**src/rtl/registro_salida_rtc.sv**
```systemverilog
// PicoBlaze output port bank for the RTC: validated BCD shadow
// registers, atomic commit to the active set, edit cursor and error flag.
module registro_salida_rtc (
    input  logic       clk,
    input  logic       reset,
    input  logic [7:0] Port_ID,
    input  logic [7:0] Out_Port,
    input  logic       write_strobe,
    output logic [7:0] seg,
    output logic [7:0] min,
    output logic [7:0] hora,
    output logic [7:0] dia,
    output logic [7:0] mes,
    output logic [7:0] anio,
    output logic [2:0] cursor,
    output logic       actualiza,
    output logic       error
);

    typedef enum logic {IDLE, COPIA} state_t;

    state_t     state;
    logic       strobe_q;
    logic       ev;
    logic       wr_field;
    logic       wr_ctrl;
    logic       wr_cur;
    logic       field_ok;
    logic       cur_ok;
    logic       reject;
    logic       commit_req;
    logic [7:0] sh  [6];
    logic [7:0] act [6];

    function automatic logic bcd_ok(input logic [7:0] v);
        return (v[7:4] <= 4'd9) && (v[3:0] <= 4'd9);
    endfunction

    assign ev       = write_strobe & ~strobe_q;
    assign wr_field = ev && (Port_ID[7:3] == 5'b00010)
                      && (Port_ID[2:0] <= 3'd5);
    assign wr_ctrl  = ev && (Port_ID == 8'h16);
    assign wr_cur   = ev && (Port_ID == 8'h17);

    always_comb begin
        field_ok = 1'b0;
        unique case (Port_ID[2:0])
            3'd0, 3'd1: field_ok = bcd_ok(Out_Port) && (Out_Port <= 8'h59);
            3'd2:       field_ok = bcd_ok(Out_Port) && (Out_Port <= 8'h23);
            3'd3:       field_ok = bcd_ok(Out_Port) && (Out_Port >= 8'h01)
                                   && (Out_Port <= 8'h31);
            3'd4:       field_ok = bcd_ok(Out_Port) && (Out_Port >= 8'h01)
                                   && (Out_Port <= 8'h12);
            3'd5:       field_ok = bcd_ok(Out_Port);
            default:    field_ok = 1'b0;
        endcase
    end

    assign cur_ok     = (Out_Port[7:3] == 5'd0) && (Out_Port[2:0] <= 3'd5);
    assign reject     = (wr_field && !field_ok) || (wr_cur && !cur_ok);
    assign commit_req = wr_ctrl && Out_Port[0];

    // Write side: edge detector, shadow set, cursor and sticky error.
    always_ff @(posedge clk or negedge reset) begin
        if (!reset) begin
            strobe_q <= 1'b0;
            cursor   <= 3'd0;
            error    <= 1'b0;
            for (int i = 0; i < 6; i++)
                sh[i] <= (i == 3 || i == 4) ? 8'h01 : 8'h00;
        end else begin
            strobe_q <= write_strobe;
            if (wr_field && field_ok)
                sh[Port_ID[2:0]] <= Out_Port;
            if (wr_cur && cur_ok)
                cursor <= Out_Port[2:0];
            if (reject)
                error <= 1'b1;
            else if (wr_ctrl && Out_Port[1])
                error <= 1'b0;
        end
    end

    // Commit FSM: active set copies the shadow set in one COPIA cycle.
    always_ff @(posedge clk or negedge reset) begin
        if (!reset) begin
            state     <= IDLE;
            actualiza <= 1'b0;
            for (int i = 0; i < 6; i++)
                act[i] <= (i == 3 || i == 4) ? 8'h01 : 8'h00;
        end else begin
            actualiza <= 1'b0;
            unique case (state)
                IDLE: begin
                    if (commit_req)
                        state <= COPIA;
                end
                COPIA: begin
                    for (int i = 0; i < 6; i++)
                        act[i] <= sh[i];
                    actualiza <= 1'b1;
                    state     <= commit_req ? COPIA : IDLE;
                end
                default: state <= IDLE;
            endcase
        end
    end

    assign seg  = act[0];
    assign min  = act[1];
    assign hora = act[2];
    assign dia  = act[3];
    assign mes  = act[4];
    assign anio = act[5];

endmodule

```
**config.mk**
```make
export PLATFORM = sky130hd
export DESIGN_NAME = registro_salida_rtc
export DESIGN_NICKNAME = d
export VERILOG_FILES = /design/src/rtl/registro_salida_rtc.sv
export SDC_FILE = /design/constraint.sdc
export NUM_CORES = 1
export LEC_CHECK = 0
export CAP_MARGIN = 10
export CORE_UTILIZATION = 35
export DETAILED_ROUTE_END_ITERATION = 6
export PLACE_DENSITY = 0.55
export SYNTH_ARGS = -nofsm -noshare
export SYNTH_HDL_FRONTEND = slang
export SYNTH_SLANG_ARGS = --single-unit
```
**constraint.sdc**
```tcl
create_clock -name clk -period 4.2 [get_ports clk]
set_clock_uncertainty 0.2 [all_clocks]
set_input_delay 0.84 -clock clk [delete_from_list [all_inputs] [get_ports clk]]
set_output_delay 0.84 -clock clk [all_outputs]
set_load 0.005 [all_outputs]
```
==> results.json <==
{
  "outcome": "completed",
  "critPathBufInv": 1,
  "async_flop_share_pct": 100,
  "drv_cap": 0,
  "ys_ff_latch": 103,
  "yosysUniqueCellTypes": 30,
  "n_fill_cell": 1020,
  "synth_area_um2": 4020,
  "slew_violations": 0,
  "cts_tree": "built",
  "cp-end-kind": "flip-flop",
  "drive_gt1_share_pct": 34.6,
  "dieWidth_um": 109,
  "grt_usage_pct": 15.3,
  "yosysSeqAreaShare_pct": 64.3,
  "hold-path-endpoint": "sh[30]",
  "fin_nets": 364,
  "cts_made_buffers": 9,
  "fin_util_pct": 47.2,
  "synthTopCellsByCount": "dfrtp_1 (99), mux2_2 (89), nand2_1 (12)",
  "swShare_pct": 21.6,
  "grt_start_max_net_pins": 82,
  "yosysTopAreaCellShare_pct": 61.6,
  "clkTransAtPathRegs_ns": 0.07,
  "cpPeakStageDelay_ns": 0.76,
  "avgViaCountPerCell": 4.99,
  "drtAntennaViolNets": 0,
  "r2r_slack_ns": 1.66,
  "synth_most_common_cell": "dfrtp_1",
  "grt_pass1_wl_um": 13600,
  "cpMaxStageDelayCell": "clkdlybuf4s50_1",
  "firstDrtPassIters": 4,
  "synth_warnings": 0,
  "gp_congestion": 0.792,
  "maxSlewHeadroom_pct": 21.2,
  "io_buffer_count": 71,
  "die_y_um": 109,
  "dpl_cell_area_um2": 4890,
  "insertion_delay_ns": 0.34,
  "setup_tns_ns": 0,
  "max_freq_mhz": 310,
  "hold_buffers": 0,
  "synth_enable_flop_cells": 0,
  "setup_violations": 0,
  "critPathArrivalTime_ns": 3.25,
  "num_rows": 38,
  "drt_iter0_drc": 99,
  "min_period_ns": 3.22,
  "wl_per_cell_um": 16.8,
  "path_delay_family": "buffers and inverters",
  "initial_core_util_pct": 36.4,
  "fin_area_um2": 5200,
  "pwr-share-seq_pct": 51.8,
  "clk_path_buf_depth": 2,
  "path_max_fanout": 10,
  "antenna_cells": 0,
  "syn_to_final_growth_pct": 29.5,
  "cts_resized": 0,
  "dp_hpwl_um": 5350,
  "hold_path.class": "flip-flop to flip-flop",
  "postCtsSetupBuffers": 0,
  "overflow": 0,
  "worstRegToRegCells": 5,
  "cts.sinks": 103,
  "post-route-period-util_pct": 76.7,
  "peakVddDrop_uv": 224,
  "antenna_found_initial": 0,
  "first_global_vias": 2522,
  "wirelength_um": 8210,
  "power_switching_mw": 0.416,
  "p_clk_share_pct": 43.9,
  "syn-num-nets": 290,
  "r2r-start": "strobe_q",
  "leakage_nw": 2.49,
  "power.density_nw_per_um2": 370,
  "p_int_mw": 1.51,
  "yosys-top-cells-area": "dfrtp_1 (62%), mux2_2 (25%), dfstp_2 (2.6%), and2_1 (1.6%), nand2_1 (1.1%)",
  "yosysTopAreaCell": "dfrtp_1",
  "coreArea_um2": 11000,
  "r2r_end": "sh[34]",
  "htreeDepth": 3,
  "synth_flop_cell": "dfrtp_1",
  "cp-start-kind": "input pin",
  "syn_area_per_cell_um2": 14.8,
  "holdPathStages": 1,
  "critPathRequiredTime_ns": 4.22,
  "min_from": "sh[30]",
  "crit_chain": "clkdlybuf4s50_1, nor2_1, a31o_2, a211oi_1, nand4_1, mux2_2",
  "cts_root_buf": "clkbuf_16",
  "io_pins": 72,
  "worst_slew_pin_slew_ns": 1.18,
  "finalHoldViolations": 0,
  "crit_type": "input pin to flip-flop",
  "drc": 0,
  "synth_cells": 271,
  "power_frac_comb_pct": 4.3,
  "rsz0062_at_grt": "false",
  "die_area_um2": 11900,
  "num_vias": 2447
}
==> state kept, by name, summed over array words and instances, names as in the netlist <==
| signal | count |
|---|---|
| seg | 8 |
| state | 1 |
| error | 1 |
| actualiza | 1 |
| anio | 8 |
| strobe_q | 1 |
| sh | 48 |
| cursor | 3 |
| mes | 8 |
| dia | 8 |
| min | 8 |
| hora | 8 |
==> layout make-up <==
| cell class | count | area [um^2] | area share (%) |
|---|---|---|---|
| clock buffers | 10 | 239 | 4.59 |
| clock inverters | 6 | 68.8 | 1.32 |
| inverters | 3 | 11.3 | 0.216 |
| multi-input cells | 151 | 1370 | 26.4 |
| flip-flops and latches | 103 | 2580 | 49.7 |
| well taps | 140 | 175 | 3.37 |
| repair buffers | 77 | 753 | 14.5 |
==> how the worst max path moves through the flow <==
stage,startpoint,to,slack (ns),cells after the start
floorplan,Out_Port[6],sh[32],1.55,6
global placement,Out_Port[1],sh[10],0.61,6
detailed placement,Out_Port[1],sh[34],0.62,6
CTS,Out_Port[1],sh[34],0.98,6
global route,Out_Port[5],sh[11],0.79,6
finish,Out_Port[3],sh[12],0.98,6
==> cell families (layout without fill, tap and decap cells) <==
| family | after synthesis | in the layout | synth area share [%] |
|---|---|---|---|
| mux | 90 | 90 | 25.2 |
| buf+inv | 17 | 96 | 1.62 |
| compound gates | 15 | 15 | 2.46 |
| simple gates | 46 | 46 | 6.44 |
| flops | 103 | 103 | 64.3 |
==> power by group through the flow <==
stage | clock, mW | sequential [mW] | combinational [mW]
global placement | 0 | 1.02 | 0.0842
finish | 0.846 | 0.998 | 0.0822
detailed placement | 0 | 1.02 | 0.0845
global route | 0.913 | 0.998 | 0.0923
CTS | 0.876 | 0.998 | 0.0845
floorplan | 0 | 1.02 | 0.0286
==> cell usage in the layout (no fill, tap or decap), drive strengths merged, types with 2 or more instances in the layout <==
cell type	instances
dfrtp	99
and2	10
inv	4
clkbuf	10
clkdlybuf4s50	70
nand3	3
a21oi	2
a31o	2
clkinv	4
nand2	12
and3	2
dfstp	4
mux2	90
buf	7
nor2	8
o21ai	6
nor3	2
nor4	4
==> metal layers <==
| metal | GRT usage (%) | part of all wire (%) | up-vias |
|---|---|---|---|
| li1 | - | - | 1103 |
| met1 | 21.1 | 47 | 1254 |
| met2 | 23.3 | 46 | 78 |
| met3 | 4.24 | 5.2 | 12 |
| met4 | 5.12 | 1.7 | 0 |
| met5 | 0 | 0 | - |
==> through the flow <==
step / cells / hold WS, ns / power [mW] / setup slack, ns
floorplan: 271 / 0.189 / 1.05 / 1.55
global placement: 474 / 0.263 / 1.10 / 0.605
detailed placement: 474 / 0.269 / 1.10 / 0.616
CTS: 490 / 0.286 / 1.96 / 0.980
global route: 490 / 0.305 / 2.00 / 0.793
finish: 490 / 0.283 / 1.93 / 0.977
Note: power is estimated with default switching activity, not from simulation.
